### src/rtl/id_ex_register_pkg.sv
// Shared decode/execute constants: datapath widths, the NOP ALU code and immediate extension types.
`ifndef ID_EX_REGISTER_PKG_SV
`define ID_EX_REGISTER_PKG_SV
package id_ex_register_pkg;
   localparam int DATA_WIDTH     = 32;
   localparam int REG_ADDR_WIDTH = 5;
   localparam int ALU_OP_WIDTH   = 4;

   localparam logic [ALU_OP_WIDTH-1:0] ALU_OP_NOP = '0;

   typedef enum logic [1:0] {
      EXT_ZERO = 2'b00,
      EXT_SIGN = 2'b01
   } ext_type_e;
endpackage
`endif

### src/rtl/id_ex_register_load_use_detector.sv
// Load-use hazard detect: a load in EX whose rt feeds a source of the valid ID instruction.
// Purely combinational, zero latency; register $0 never counts as a dependency.
module load_use_detector #(
   parameter int REG_ADDR_WIDTH = 5
) (
   input  logic                      ex_valid,
   input  logic                      ex_mem_read,
   input  logic [REG_ADDR_WIDTH-1:0] ex_rt,
   input  logic                      id_valid,
   input  logic [REG_ADDR_WIDTH-1:0] id_rs,
   input  logic [REG_ADDR_WIDTH-1:0] id_rt,
   input  logic                      id_uses_rs,
   input  logic                      id_uses_rt,
   output logic                      hazard
);
   logic rs_match;
   logic rt_match;

   assign rs_match = id_uses_rs && (id_rs == ex_rt);
   assign rt_match = id_uses_rt && (id_rt == ex_rt);
   assign hazard   = ex_valid && ex_mem_read && (ex_rt != '0) && (rs_match || rt_match) && id_valid;
endmodule

### src/rtl/id_ex_register.sv
// ID/EX pipeline register, 1-cycle latency; flush > ex_stall (hold) > load-use bubble > capture.
// Drives load_use_stall upstream to freeze PC and IF/ID while a hazard bubble is inserted.
module id_ex_register #(
   parameter int DATA_WIDTH     = id_ex_register_pkg::DATA_WIDTH,
   parameter int REG_ADDR_WIDTH = id_ex_register_pkg::REG_ADDR_WIDTH,
   parameter int ALU_OP_WIDTH   = id_ex_register_pkg::ALU_OP_WIDTH,
   parameter int CNT_WIDTH      = 16
) (
   input  logic                      clk,
   input  logic                      reset_n,
   input  logic                      flush,
   input  logic                      ex_stall,
   input  logic                      id_valid,
   input  logic [DATA_WIDTH-1:0]     id_pc_plus4,
   input  logic [DATA_WIDTH-1:0]     id_rs_data,
   input  logic [DATA_WIDTH-1:0]     id_rt_data,
   input  logic [DATA_WIDTH-1:0]     id_imm_ext,
   input  logic [REG_ADDR_WIDTH-1:0] id_rs,
   input  logic [REG_ADDR_WIDTH-1:0] id_rt,
   input  logic [REG_ADDR_WIDTH-1:0] id_rd,
   input  logic [4:0]                id_shamt,
   input  logic                      id_uses_rs,
   input  logic                      id_uses_rt,
   input  logic [ALU_OP_WIDTH-1:0]   id_alu_op,
   input  logic                      id_alu_src,
   input  logic                      id_reg_dst,
   input  logic                      id_reg_write,
   input  logic                      id_mem_read,
   input  logic                      id_mem_write,
   input  logic                      id_mem_to_reg,
   output logic [DATA_WIDTH-1:0]     ex_pc_plus4,
   output logic [DATA_WIDTH-1:0]     ex_rs_data,
   output logic [DATA_WIDTH-1:0]     ex_rt_data,
   output logic [DATA_WIDTH-1:0]     ex_imm_ext,
   output logic [REG_ADDR_WIDTH-1:0] ex_rs,
   output logic [REG_ADDR_WIDTH-1:0] ex_rt,
   output logic [REG_ADDR_WIDTH-1:0] ex_rd,
   output logic [4:0]                ex_shamt,
   output logic [ALU_OP_WIDTH-1:0]   ex_alu_op,
   output logic                      ex_alu_src,
   output logic                      ex_reg_dst,
   output logic                      ex_reg_write,
   output logic                      ex_mem_read,
   output logic                      ex_mem_write,
   output logic                      ex_mem_to_reg,
   output logic                      ex_valid,
   output logic                      load_use_stall,
   output logic [CNT_WIDTH-1:0]      bubble_count
);
   import id_ex_register_pkg::*;

   typedef struct packed {
      logic                      valid;
      logic [DATA_WIDTH-1:0]     pc_plus4;
      logic [DATA_WIDTH-1:0]     rs_data;
      logic [DATA_WIDTH-1:0]     rt_data;
      logic [DATA_WIDTH-1:0]     imm_ext;
      logic [REG_ADDR_WIDTH-1:0] rs;
      logic [REG_ADDR_WIDTH-1:0] rt;
      logic [REG_ADDR_WIDTH-1:0] rd;
      logic [4:0]                shamt;
      logic [ALU_OP_WIDTH-1:0]   alu_op;
      logic                      alu_src;
      logic                      reg_dst;
      logic                      reg_write;
      logic                      mem_read;
      logic                      mem_write;
      logic                      mem_to_reg;
   } bundle_t;

   bundle_t id_b;
   bundle_t ex_b;
   bundle_t bubble_b;
   logic    hazard;

   always_comb begin
      id_b            = '0;
      id_b.valid      = id_valid;
      id_b.pc_plus4   = id_pc_plus4;
      id_b.rs_data    = id_rs_data;
      id_b.rt_data    = id_rt_data;
      id_b.imm_ext    = id_imm_ext;
      id_b.rs         = id_rs;
      id_b.rt         = id_rt;
      id_b.rd         = id_rd;
      id_b.shamt      = id_shamt;
      id_b.alu_op     = id_alu_op;
      id_b.alu_src    = id_alu_src;
      id_b.reg_dst    = id_reg_dst;
      id_b.reg_write  = id_reg_write;
      id_b.mem_read   = id_mem_read;
      id_b.mem_write  = id_mem_write;
      id_b.mem_to_reg = id_mem_to_reg;
   end

   // Bubbles clear data fields too so EX sees a fully deterministic NOP.
   always_comb begin
      bubble_b        = '0;
      bubble_b.alu_op = ALU_OP_WIDTH'(ALU_OP_NOP);
   end

   load_use_detector #(.REG_ADDR_WIDTH(REG_ADDR_WIDTH)) u_detector (
      .ex_valid    (ex_b.valid),
      .ex_mem_read (ex_b.mem_read),
      .ex_rt       (ex_b.rt),
      .id_valid    (id_valid),
      .id_rs       (id_rs),
      .id_rt       (id_rt),
      .id_uses_rs  (id_uses_rs),
      .id_uses_rt  (id_uses_rt),
      .hazard      (hazard)
   );

   assign load_use_stall = hazard && !flush;

   always_ff @(posedge clk or negedge reset_n) begin
      if (!reset_n) begin
         ex_b         <= '0;
         bubble_count <= '0;
      end else if (flush) begin
         ex_b <= bubble_b;
      end else if (!ex_stall) begin
         if (hazard) begin
            ex_b <= bubble_b;
            if (bubble_count != '1)
               bubble_count <= bubble_count + 1'b1;
         end else begin
            ex_b <= id_b;
         end
      end
   end

   assign ex_valid      = ex_b.valid;
   assign ex_pc_plus4   = ex_b.pc_plus4;
   assign ex_rs_data    = ex_b.rs_data;
   assign ex_rt_data    = ex_b.rt_data;
   assign ex_imm_ext    = ex_b.imm_ext;
   assign ex_rs         = ex_b.rs;
   assign ex_rt         = ex_b.rt;
   assign ex_rd         = ex_b.rd;
   assign ex_shamt      = ex_b.shamt;
   assign ex_alu_op     = ex_b.alu_op;
   assign ex_alu_src    = ex_b.alu_src;
   assign ex_reg_dst    = ex_b.reg_dst;
   assign ex_reg_write  = ex_b.reg_write;
   assign ex_mem_read   = ex_b.mem_read;
   assign ex_mem_write  = ex_b.mem_write;
   assign ex_mem_to_reg = ex_b.mem_to_reg;
endmodule

### config.mk
export PLATFORM = sky130hd
export DESIGN_NAME = id_ex_register
export DESIGN_NICKNAME = d
export VERILOG_FILES = /design/src/rtl/id_ex_register_pkg.sv /design/src/rtl/id_ex_register_load_use_detector.sv /design/src/rtl/id_ex_register.sv
export SDC_FILE = /design/constraint.sdc
export NUM_CORES = 1
export LEC_CHECK = 0
export ABC_AREA = 1
export ABC_CLOCK_PERIOD_IN_PS = 2900
export CAP_MARGIN = 30
export CORE_ASPECT_RATIO = 0.8
export CORE_MARGIN = 3
export CORE_UTILIZATION = 45
export CTS_CLUSTER_SIZE = 10
export DETAILED_ROUTE_END_ITERATION = 16
export PLACE_DENSITY = 0.89
export SLEW_MARGIN = 15
export SYNTH_ARGS = -nofsm -noshare
export SYNTH_HDL_FRONTEND = slang
export SYNTH_SLANG_ARGS = --single-unit
### constraint.sdc
create_clock -name clk -period 2.9 [get_ports clk]
set_input_delay 0.29 -clock clk [delete_from_list [all_inputs] [get_ports clk]]
set_output_delay 0.29 -clock clk [all_outputs]
set_load 0.01 [all_outputs]
Word level (Yosys, flattened, before mapping)
Index checks and enable logic that the tools add are counted.

Bitwise operators: 2. Muxes and demuxes: 3. Reductions and logical operators: 11. Add/sub/neg operators: 1. Equality and inequality tests: 4.

Operator list (count): 2-to-1 mux 159 bit (3); adder 16 x 1 -> 16 bit (second input constant) (1); != test 16 bit (second input constant) (1); == test 5 bit (2); logical AND 1 bit (7); nonzero test 5 bit (1); AND reduction 4 bit (1); != test 2 bit (second input constant) (1); inverter 1 bit (2); zero test 1 bit (1); logical OR 1 bit (1).

Logic and storage cells: 38. Register bits after elaboration: 175. Output and inout bits: 176. Input port bits: 165.

Depth between registers and ports, before layout
Gate-level depths: netlist of run 1.

Depth in word-level cells: 8. Gate-level depth with buffers: 11. Gate-level depth less buffers: 11.

By module
Synthesis of run 1 repeated with hierarchy kept, for this count alone.

Cells, all modules: 912. Area, all modules: 7706.1 µm².

By module, submodules not included: id_ex_register (area each 7489.7 µm², sequential area each 4379.2 µm², instances 1, cells each 859); load_use_detector (area each 216.5 µm², sequential area each 0.0 µm², instances 1, cells each 53).

Worst setup path before layout of run 1
Ideal clock, no wire load.

Path type: flip-flop to output port. From: register ex_b (netlist bit ex_rt[3]). To: output load_use_stall. Stages on the path, launching flop included: 10. Data required time: 2.610 ns. Path slack: 1.256 ns. Arrival time: 1.354 ns. Cells stage by stage: dfrtp_1 > inv_1 > nand2_1 > nand2_1 > nor2_1 > nand3_1 > nand2_2 > nand3_4 > clkbuf_1 > nor2_1.

Word-level cells in the longest chain between the ends: 6.

Ends and longest elaborated chain: start, declared (RTL line id_ex_register.sv:72) `bundle_t ex_b;`; start signal, assigned (RTL line id_ex_register.sv:121) `ex_b <= bubble_b;`; start signal, assigned (RTL line id_ex_register.sv:124) `ex_b <= bubble_b;`; start signal, assigned (RTL line id_ex_register.sv:128) `ex_b <= id_b;`; == test 5 bit, on equally long branches (RTL line id_ex_register_load_use_detector.sv:19, id_ex_register_load_use_detector.sv:20); logical AND 1 bit, on equally long branches (RTL line id_ex_register_load_use_detector.sv:19, id_ex_register_load_use_detector.sv:20); logical OR 1 bit (RTL line id_ex_register_load_use_detector.sv:21) `assign hazard = ex_valid && ex_mem_read && (ex_rt != '0) && (rs_match || rt_match) && id_valid;`; logical AND 1 bit (*) (2 in series) (RTL line id_ex_register_load_use_detector.sv:21); logical AND 1 bit (*) (RTL line id_ex_register.sv:114) `assign load_use_stall = hazard && !flush;`; end, declared (RTL line id_ex_register.sv:47) `output logic load_use_stall,`.

Every way passes the cells marked *; elsewhere a longest branch is shown, timed or not.

Final worst setup path of run 1
From: register ex_b (netlist bit ex_rt[1]). To: output load_use_stall.

The elaborated chain is that of the path after synthesis.

==> results of run 1 <==
worst register-to-register path: stages, from the launching register on:
cell and delay (ps):
dfrtp_1 430, inv_1 160, nand2_1 80, nand2_1 70, nor2_1 40, nand3_1 120
nand2_2 110, nand3_4 80, buf_4 410, buf_12 460, nand3_1 280, nand2_1 100
metal layers:
layer	GRT usage, %	vias to the layer above	share of wire, %
met5	0	-	0
met4	10.9	0	3.4
met2	43.1	429	48
li1	-	3614	-
met1	33.5	3794	39
met3	8.30	64	9.3
worst max path at each step:
stage                      to  slack (ps)  cells after the start
2_1_floorplan  load_use_stall        1260                      9
3_3_place_gp         ex_rs[3]         320                     11
3_5_place_dp   ex_rt_data[26]         320                     11
4_1_cts        load_use_stall         370                      9
5_1_grt        load_use_stall         170                      9
6_report       load_use_stall         350                      9
power breakdown:
group          internal, mW  leakage [nW]  switching [mW]
registers              2.56          2.25          0.0810
logic                 0.496          3.31           0.423
clock network          1.29         0.285            1.02
cells in the mapped netlist:
library cell  instances  area [µm²]
nand3_1             339        1700
nand2_1             214         803
dfrtp_1             175        4380
clkbuf_1             48         180
inv_1                41         154
nor2_1               16        60.1
o21bai_1             16         120
buf_6                10         113
buf_1                 8        30.0
o21ai_0               5        25.0
xor2_1                5        43.8
inv_2                 4        15.0
nand4_1               4        25.0
nor3_1                4        20.0
buf_2                 3        15.0
nor2_4                3        33.8
buf_4                 2        15.0
nor2_2                2        12.5
ha_1                  1        12.5
nand2_2               1        6.26
nand3_4               1        17.5
nand4_2               1        12.5
timing repair:
| action | in CTS | in global routing |
|---|---|---|
| hold buffers | 1 | 0 |
| endpoints found under the hold margin | 70 | 0 |
| endpoints found under the setup margin | 0 | 0 |
area by class of cell:
class	instances	area [µm²]	share of cell area (%)
Sequential cell	175	4380	36.9
Timing Repair Buffer	355	3580	30.1
Multi-Input combinational cell	612	2890	24.3
Clock buffer	18	429	3.61
Tap cell	220	275	2.32
Inverter	45	171	1.44
Clock inverter	14	156	1.32
per-stage QoR:
step	worst slack (ps)	instances	power (mW)	hold slack [ps]
2_1_floorplan	1260	903	2.97	-5.59
3_3_place_gp	322	1406	3.58	349
3_5_place_dp	321	1406	3.60	357
4_1_cts	374	1439	5.93	373
5_1_grt	168	1439	6.10	394
6_report	351	1439	5.88	394
kinds of logic (layout without fill, tap and decap cells):
logic type | Yosys count | in the layout
flip-flops | 175 | 175
AO/OA/AOI/OAI | 21 | 21
AND/OR/NAND/NOR | 585 | 585
adder cells (fa/ha/maj) | 1 | 1
XOR/XNOR | 5 | 5
buffers and inverters | 116 | 432
==> results.txt, run 1 <==
----------------------------------------------------
[Synthesis]
  Post-Synthesis Net Count ... 1,069
  Post-synthesis adder-cell area fraction ... less than 1%
  Number of instances in the synthesized netlist ... approximately 900
  Post-Synth Simple-Gate Area ... 34.5%
  Synthesis-stage register bit count ... around 180
  Dominant combinational cell family by area after synthesis ... simple AND/OR/NAND/NOR gates
  Share of the synthesized netlist area taken by xor and xnor gates ... 0.562%
  Proportion of synthesized area in mux cells ... 0%
  Cell variety after synth ... 22
  Netlist area before placement ... 7790 µm²
  Synthesized area divided by synthesized cell count ... 8.63 µm²
  Number of warning messages in the yosys log ... 0
  Sequential element share of the synthesized area ... 56.2%
  Compound-cell area share of the yosys netlist ... 1.86%

[GRT]
  First-pass GRT wire length ... around 40,000 µm
  Maximum number of pins on one net before global-route repair ... 121
  Global routing usage summed across all routing layers ... between 20% and 30%
  Aggregate global routing overflow ... 0
  Number of global-route vias before repair ... 7,589
  Number of antenna violations at the first check in global routing ... 0

[Detailed routing]
  DRC ... 0
  Initial drt markers ... 649
  Avg WL per Cell ... around 18 µm
  Remaining antenna violation count ... 0
  Via/cell ratio ... 5.49
  Routed vias ... ~8,000
  Drt total wl ... 26,500 µm
  First-pass detailed-route iteration total ... 7

[CTS]
  Post_cts resized ... 0
  Buffer type at the clock tree root ... clkbuf_16
  CTS clock-pin slew for the worst setup and hold paths ... 70 ps
  Post-CTS setup repair buffer count ... 0
  CTS tree ... yes
  CTS buffer count ... 17
  Maximum buffer depth of the clock tree ... 2
  H-tree level count ... 4
  Num Clock Sinks ... 175
  Clock latency on the worst-skew pair ... 420 ps

[Setup path]
  Buffer and inverter count on the worst path ... 2
  Launching element of the worst setup path ... ex_rt[1]
  Critical register-to-register path endpoint ... ex_rs[3]
  Highest-delay cell along the critical path ... clkdlybuf4s50_1
  Crit-path cells ... inv_2 > nand2_1 > nand2_1 > nor2_1 > nand3_1 > nand2_2 > nand3_4 > nor2_1 > clkdlybuf4s50_1
  Crit-path max FO ... 5
  Kind of end point of the critical path ... output port
  Critical path arrival ... between 2000 and 2500 ps
  Required time at the endpoint of the critical path ... 2610 ps
  Reg2reg path depth ... 11
  Setup slack, reg-to-reg ... 500 ps
  Worst Setup Start Kind ... register
  Critical R2R Launch ... ex_rt[3]
  Critical path class ... register to output port
  Largest stage delay on the critical path ... 600 ps
  CP delay by family, top ... simple AND/OR/NAND/NOR gates

[Floorplan]
  FP Rows ... 42
  Die Y-Extent ... roughly 120 µm
  Die span in x ... 153 µm
  I/O pin count ... between 300 and 400
  Initial Utilization ... 46.5%
  Overall die area ... 18,900 µm²
  Area of the core ... 16,800 µm²

[Timing]
  Share of the cycle needed by the critical path after routing ... 87.9%
  Final hold viol count ... 0
  Number of endpoints failing setup at the final stage ... 0
  Unrepaired setup endpoints after global routing ... no
  Post-route setup TNS ... 0 ps
  Shortest clock period the worst path allows after layout ... between 2000 and 3000 ps
  Transition time of the tightest slew-check pin ... 716 ps
  Number of max-slew violations in the final report ... 0
  Max frequency ... about 390 MHz
  Worst Skew ... 10.2 ps
  Max-slew headroom ... 52.3%

[Cells and area]
  Most used cells in the layout excluding fill and tap cells ... 339 x nand3_1, 338 x clkdlybuf4s50_1, 214 x nand2_1, 175 x dfrtp_1, 40 x inv_1
  Most frequent standard cell in the layout excluding fill and tap cells ... nand3_1
  Proportion of layout cells with a drive suffix above 1 ... 4.92%
  Area growth, synth to finish ... 52.5%
  End-of-flow core utilization ... 70.9%
  Post-layout instance area ... ~12,000 µm²
  Diode insertion count for antenna repair ... 0
  Fillcell total ... 1,249
  Net total in the final layout ... 1,372

[Hold path]
  Worst hold path stage count ... 3
  Hold/Removal Path Class ... input pin to register
  Beginning of the worst hold path ... ex_stall
  Hold endpoint ... ex_valid

[Run status]
  Outcome ... completed

[Placement]
  Area of placed instances ... 11,300 µm²
  Estimated wirelength of the detail-placed design ... ~18,000 µm
  Final estimated routing congestion in global placement ... 0.960
  Count of port buffers added during placement ... 340

[Flow run]
  Number of max-cap violations ... 0

[Power and ir drop]
  Total power per unit cell area ... 495 nW/µm²
  Peak supply drop ... between 0.3 and 0.4 mV
  Static Leakage ... just under 6 nW

----------------------------------------------------
Note: power is estimated with default switching activity, not from simulation.
==> run 2, diff against run 1 <==
--- a/config.mk
+++ b/config.mk
@@ -13,6 +13,7 @@
 export CORE_UTILIZATION = 45
 export CTS_CLUSTER_SIZE = 10
 export DETAILED_ROUTE_END_ITERATION = 16
+export GPL_TIMING_DRIVEN = 0
 export PLACE_DENSITY = 0.89
 export SLEW_MARGIN = 15
 export SYNTH_ARGS = -nofsm -noshare
==> run 2 against run 1 <==
Final area is 1.9% higher. Register-to-register slack better by 390 ps. Cell count increased by 4.0%. Count of clock-buffer cells in the layout increased by 1. Core utilization is 1.3 points higher. Non-clock buffer count is 57 higher. Sequential cell count unchanged. Via count increased by 4.1%. Routed wire length up 7.8%. Largest power group unchanged.
==> results.txt, run 2 (synthesized netlist as in run 1, its figures left out) <==
----------------------------------------------------
[Floorplan]
  FP Rows ... 42 (unchanged)
  Die Y-Extent ... 124 µm (unchanged)
  Overall die area ... 18,900 µm² (unchanged)
  Area of the core ... 16,800 µm² (unchanged)
  Initial Utilization ... 46.5% (unchanged)
  I/O pin count ... 341 (unchanged)
  Die span in x ... 153 µm (unchanged)

[Detailed routing]
  Remaining antenna violation count ... 0 (unchanged)
  First-pass detailed-route iteration total ... 7 (unchanged)
  Routed vias ... 8,221 (+4.1%)
  Via/cell ratio ... 5.50 (about the same)
  Initial drt markers ... 856 (+32%)
  Avg WL per Cell ... 19.1 µm (+3.7%)
  DRC ... 0 (unchanged)
  Drt total wl ... 28,500 µm (+7.8%)

[Cells and area]
  Most used cells in the layout excluding fill and tap cells ... 339 x nand3_1, 339 x clkdlybuf4s50_1, 214 x nand2_1, 175 x dfrtp_1, 48 x clkbuf_1
  Diode insertion count for antenna repair ... 0 (unchanged)
  Area growth, synth to finish ... 55.4%
  Proportion of layout cells with a drive suffix above 1 ... 4.70% (-0.22 points)
  Net total in the final layout ... 1,429 (+4.2%)
  Post-layout instance area ... 12,100 µm² (+1.9%)
  End-of-flow core utilization ... 72.2% (+1.3 points)

[Power and ir drop]
  Psw ... 1.54 mW (+0.83%)
  Total power per unit cell area ... 489 nW/µm² (-1.2%)
  Static Leakage ... 5.91 nW (+1.2%)
  Part of the total power dissipated in combinational logic ... 15.9% (+0.3 points)
  Sequential share of power ... 44.8% (-0.2 points)
  Peak supply drop ... 0.340 mV (-8.6%)
  Switching Fraction ... 26.0% (+0.052 points)
  Cell-internal power ... 4.37 mW (+0.56%)
  Overall power ... 5.91 mW (+0.63%)
  Clock network power share ... 39.3% (about the same)

[GRT]
  Number of global-route vias before repair ... 7,996 (+5.4%)
  Global routing usage summed across all routing layers ... 29.3% (+2.8 points)
  Maximum number of pins on one net before global-route repair ... 103 (-15%)
  Aggregate global routing overflow ... 0 (unchanged)
  Number of antenna violations at the first check in global routing ... 0 (unchanged)
  First-pass GRT wire length ... 43,800 µm (+8.8%)

[Run status]
  Outcome ... completed

[CTS]
  Maximum buffer depth of the clock tree ... 2 (unchanged)
  CTS buffer count ... 17 (unchanged)
  Post-CTS setup repair buffer count ... 0 (unchanged)
  Clock latency on the worst-skew pair ... 430 ps (about the same)
  Buffer type at the clock tree root ... clkbuf_16
  H-tree level count ... 4 (unchanged)
  Post_cts resized ... 0 (unchanged)
  CTS tree ... yes
  CTS clock-pin slew for the worst setup and hold paths ... 70 ps (about the same)
  Num Clock Sinks ... 175 (unchanged)

[Setup path]
  Critical path arrival ... 2440 ps (+180 ps)
  Worst Setup Start Kind ... register
  Crit-path max FO ... 16 (+11)
  Critical path class ... register to output port
  Kind of end point of the critical path ... output port
  Reg2reg path depth ... 11 (unchanged)
  Required time at the endpoint of the critical path ... 2610 ps (about the same)
  Setup slack, reg-to-reg ... 890 ps (+390 ps)

[Placement]
  Estimated wirelength of the detail-placed design ... 20,800 µm (+16%)
  Final estimated routing congestion in global placement ... 0.929 (-3.3%)
  Count of port buffers added during placement ... 340 (unchanged)
  Area of placed instances ... 11,500 µm² (+1.9%)

[Timing]
  Final hold viol count ... 0 (unchanged)
  Max-slew headroom ... 55.6% (+3.3 points)
  Number of endpoints failing setup at the final stage ... 0 (unchanged)
  Unrepaired setup endpoints after global routing ... no
  Number of max-slew violations in the final report ... 0 (unchanged)
  Share of the cycle needed by the critical path after routing ... 94.1% (+6.2 points)
  Transition time of the tightest slew-check pin ... 667 ps (-49.0 ps)
  Max frequency ... 367 MHz (-6.5%)
  Post-route setup TNS ... 0 ps (unchanged)
  Worst Skew ... 10.8 ps (+0.510 ps)
  Shortest clock period the worst path allows after layout ... 2730 ps (+179 ps)

[Hold path]
  Hold/Removal Path Class ... input pin to asynchronous set/reset pin

[Flow run]
  Number of max-cap violations ... 0 (unchanged)

----------------------------------------------------
==> run 2: cell types whose count changed in the layout (fill, tap and decap cells not counted), moves of 2 or more <==
cell,change
buf_12,-5
buf_6,+9
clkbuf_1,+47
buf_2,+3
buf_1,+8
clkinv_2,-2
clkinv_4,+4
buf_4,-8
==> run 2: power groups by stage <==
stage / Combinational, mW / Clock [mW] / Sequential, mW
2_1_floorplan: 0.232 / 0 / 2.74
3_3_place_gp: 0.912 / 0 / 2.69
3_5_place_dp: 0.932 / 0 / 2.69
4_1_cts: 0.941 / 2.36 / 2.65
5_1_grt: 1.01 / 2.46 / 2.66
6_report: 0.938 / 2.33 / 2.65
==> run 2: metrics by stage <==
stage	hold slack, ps	std cells	setup slack (ps)
floorplan	-5.59	903	1260
global placement	492	1463	-5620
detailed placement	290	1464	107
CTS	394	1496	163
global route	414	1496	35.5
finish	405	1496	172
==> run 2: final timing paths <==
path,startpoint,endpoint
setup / recovery,ex_rt[3],load_use_stall
hold / removal,reset_n,ex_pc_plus4[10]
setup reg to reg,ex_rt[3],ex_rs_data[27]
hold reg to reg,ex_pc_plus4[30],ex_pc_plus4[30]
max in group asynchronous,reset_n,ex_shamt[4]
min in group clk,id_rt_data[21],ex_rt_data[21]
==> run 2: final cells by class <==
| type | instances | area (µm²) |
|---|---|---|
| buffer | 70 | 349 |
| clock buffer | 19 | 443 |
| clock inverter | 13 | 154 |
| fill | 1193 | 4660 |
| inverter | 45 | 169 |
| multi-input combinational | 612 | 2890 |
| sequential | 175 | 4380 |
| tap | 220 | 275 |
| timing repair buffer | 342 | 3450 |
==> run 2: metal layers <==
metal | part of all wire [%] | track usage (%)
met5 | 0 | 0
met4 | 3.7 | 12.0
met3 | 9.1 | 8.02
met2 | 49 | 48.0
met1 | 39 | 37.4
==> run 2: timing repair <==
item | CTS | global route
setup endpoints to repair | 1 | 0
hold buffers | 1 | 0
hold endpoints to repair | 73 | 0
==> run 2: critical path: stages, from the launching register on <==
cell             delay [ps]
dfrtp_1                 400
inv_1                   120
nand2_1                  80
nand2_1                  50
nor2_1                  130
nand3_1                 130
nand2_2                 130
nand3_4                 220
nor2_1                  170
clkdlybuf4s50_1         580
==> run 3, diff against run 2 <==
--- a/config.mk
+++ b/config.mk
@@ -6,15 +6,15 @@
 export NUM_CORES = 1
 export LEC_CHECK = 0
 export ABC_AREA = 1
-export ABC_CLOCK_PERIOD_IN_PS = 2900
+export ABC_CLOCK_PERIOD_IN_PS = 2300
 export CAP_MARGIN = 30
 export CORE_ASPECT_RATIO = 0.8
 export CORE_MARGIN = 3
-export CORE_UTILIZATION = 45
+export CORE_UTILIZATION = 38
 export CTS_CLUSTER_SIZE = 10
 export DETAILED_ROUTE_END_ITERATION = 16
 export GPL_TIMING_DRIVEN = 0
-export PLACE_DENSITY = 0.89
+export PLACE_DENSITY = 0.8
 export SLEW_MARGIN = 15
 export SYNTH_ARGS = -nofsm -noshare
 export SYNTH_HDL_FRONTEND = slang
==> constraint.sdc (replaced) <==
create_clock -name clk -period 2.3 [get_ports clk]
set_input_delay 0.23 -clock clk [delete_from_list [all_inputs] [get_ports clk]]
set_output_delay 0.23 -clock clk [all_outputs]
set_load 0.01 [all_outputs]
==> run 3 against run 2 <==
Critical path depth up 3. Largest power group unchanged. Count of clock-buffer cells in the layout down 1. Clock skew about the same. Sequential cell count unchanged. Critical endpoint is now ex_pc_plus4[7]. First-iteration DRC count down 30%. Sequential power up 26%. Power up 25%. Combinational power up 26%. Highest routed layer unchanged. Routed wire length down 1.5%. Die area up 18%. Worst setup slack better by 47 ps. Sequential share of layout area down 0.15 points.
==> results.txt, run 3 (synthesized netlist as in run 1, its figures left out) <==
----------------------------------------------------
[GRT]
  Number of global-route vias before repair ... 7,815 (-2.3%)
  Number of antenna violations at the first check in global routing ... 0 (unchanged)
  First-pass GRT wire length ... 43,300 µm (-1.1%)
  Maximum number of pins on one net before global-route repair ... 101 (-1.9%)
  Aggregate global routing overflow ... 0 (unchanged)
  Global routing usage summed across all routing layers ... 24.4% (-4.9 points)

[Floorplan]
  Overall die area ... 22,300 µm² (+18%)
  I/O pin count ... 341 (unchanged)
  Initial Utilization ... 39.0% (-7.5 points)
  Die span in x ... 166 µm (+8.5%)
  FP Rows ... 46 (+9.5%)
  Die Y-Extent ... 134 µm (+8.4%)
  Area of the core ... 20,000 µm² (+19%)

[CTS]
  CTS tree ... yes
  Num Clock Sinks ... 175 (unchanged)
  CTS clock-pin slew for the worst setup and hold paths ... 70 ps (about the same)
  Maximum buffer depth of the clock tree ... 2 (unchanged)
  Buffer type at the clock tree root ... clkbuf_16
  CTS buffer count ... 17 (unchanged)
  H-tree level count ... 4 (unchanged)
  Clock latency on the worst-skew pair ... 420 ps (about the same)

[Power and ir drop]
  Peak supply drop ... 0.390 mV (+15%)
  Overall power ... 7.42 mW (+25%)
  Total power per unit cell area ... 611 nW/µm² (+25%)
  Static Leakage ... 5.91 nW (about the same)

[Timing]
  Final hold viol count ... 0 (unchanged)
  Transition time of the tightest slew-check pin ... 741 ps (+74.4 ps)
  Worst Skew ... 11.1 ps (+0.392 ps)
  Shortest clock period the worst path allows after layout ... 2080 ps
  Number of max-slew violations in the final report ... 0 (unchanged)
  Number of endpoints failing setup at the final stage ... 0 (unchanged)
  Post-route setup TNS ... 0 ps (unchanged)
  Max-slew headroom ... 50.6% (-5.0 points)
  Unrepaired setup endpoints after global routing ... no
  Share of the cycle needed by the critical path after routing ... 90.5%
  Max frequency ... 480 MHz

[Cells and area]
  Diode insertion count for antenna repair ... 0 (unchanged)
  End-of-flow core utilization ... 60.9% (-11 points)
  Most frequent standard cell in the layout excluding fill and tap cells ... nand3_1
  Most used cells in the layout excluding fill and tap cells ... 339 x nand3_1, 338 x clkdlybuf4s50_1, 214 x nand2_1, 175 x dfrtp_1, 46 x clkbuf_1
  Proportion of layout cells with a drive suffix above 1 ... 4.86% (+0.16 points)
  Area growth, synth to finish ... 56.0%
  Net total in the final layout ... 1,430 (+0.070%)

[Detailed routing]
  Avg WL per Cell ... 18.2 µm (-4.4%)
  Remaining antenna violation count ... 0 (unchanged)
  Drt total wl ... 28,100 µm (-1.5%)
  First-pass detailed-route iteration total ... 6 (-1)
  DRC ... 0 (unchanged)
  Via/cell ratio ... 5.24 (-4.6%)
  Initial drt markers ... 597 (-30%)
  Routed vias ... 8,072 (-1.8%)

[Setup path]
  Crit-path max FO ... 15 (-1)
  Launching element of the worst setup path ... ex_rt[3]
  Most common cell type on the critical path ... nand2_1
  Required time at the endpoint of the critical path ... 2660 ps (+50 ps)
  Largest stage delay on the critical path ... 410 ps (-170 ps)
  Critical register-to-register path endpoint ... ex_pc_plus4[7]
  Reg2reg path depth ... 12 (+1)
  Crit path to ... ex_pc_plus4[7]
  Buffer and inverter count on the worst path ... 4 (+2)
  Critical path class ... register to register
  Critical R2R Launch ... ex_rt[3]
  Number of cells on the critical path ... 12 (+3)
  Worst Setup Start Kind ... register
  Critical path arrival ... 2440 ps (about the same)
  Crit-path cells ... inv_1 > nand2_1 > nand2_1 > nor2_1 > nand3_1 > nand2_2 > nand3_4 > buf_4 > buf_2 > buf_2 > nand3_1 > nand2_1
  Highest-delay cell along the critical path ... dfrtp_1
  Kind of end point of the critical path ... register
  Setup slack, reg-to-reg ... 220 ps (-670 ps)
  CP delay by family, top ... buffers and inverters

[Flow run]
  Number of max-cap violations ... 0 (unchanged)

[Placement]
  Count of port buffers added during placement ... 340 (unchanged)
  Final estimated routing congestion in global placement ... 0.888 (-4.4%)
  Estimated wirelength of the detail-placed design ... 20,400 µm (-1.6%)

[Run status]
  Outcome ... completed

[Hold path]
  Hold/Removal Path Class ... input pin to asynchronous set/reset pin

----------------------------------------------------
run 3: cell count changes in the layout (fill, tap and decap cells not counted):
cell / change
clkinv_4: -3
clkinvlp_4: +3
clkbuf_1: -2
clkbuf_2: +2
buf_4: +1
clkbuf_8: -1
clkdlybuf4s50_1: -1
clkinv_2: -1
dlygate4sd2_1: +1
inv_6: +1
run 3: worst register-to-register path: cells and delay by family, from the launching register on:
kind                   cells  cell delay, ps
buffers and inverters      4             970
AND/OR/NAND/NOR            8             650
flip-flops                 1             410
run 3: final cells by class:
type / count / area (µm²)
well taps: 264 / 330
fillers: 1712 / 7820
clock inverters: 13 / 154
clock buffers: 18 / 429
multi-input cells: 612 / 2890
plain buffers: 70 / 352
inverters: 45 / 169
flip-flops and latches: 175 / 4380
repair buffers: 343 / 3450
run 3: how the worst min path moves through the flow:
stage,endpoint,slack [ps],cells after the start
finish,ex_alu_op[3],350,2
floorplan,bubble_count[0],-70,0
detailed placement,ex_alu_op[3],240,1
global placement,ex_imm_ext[9],490,2
global route,ex_rs_data[24],350,3
CTS,ex_pc_plus4[3],340,3
run 3: routing by layer:
metal	wire length [µm]	part of all wire, %	vias up	track usage, %
met5	0	0	-	0
met4	673	2.4	0	7.85
met3	2430	8.7	37	7.10
met2	13300	48	367	40.5
met1	11600	41	3920	31.0
li1	-	-	3748	-
run 3: where the power goes:
part	switching, mW	internal [mW]
logic	0.549	0.628
clock network	1.29	1.62
registers	0.0992	3.23
run 3: repair_timing:
item	4_1_cts	5_1_grt
setup endpoints to repair	1	3
resized for setup	1	4
pin swaps	0	0
hold endpoints to repair	75	0
hold buffers	1	0
buffers inserted	1	0
run 3: metrics by stage:
step                hold slack (ps)  cell area [µm²]  cells  worst slack, ps
finish                          355            12200   1540              219
CTS                             338            12200   1540             13.7
detailed placement              241            11600   1508             -364
floorplan                     -65.6             7790    903              686
global placement                491            11500   1507            -6420
global route                    346            12200   1540             70.3
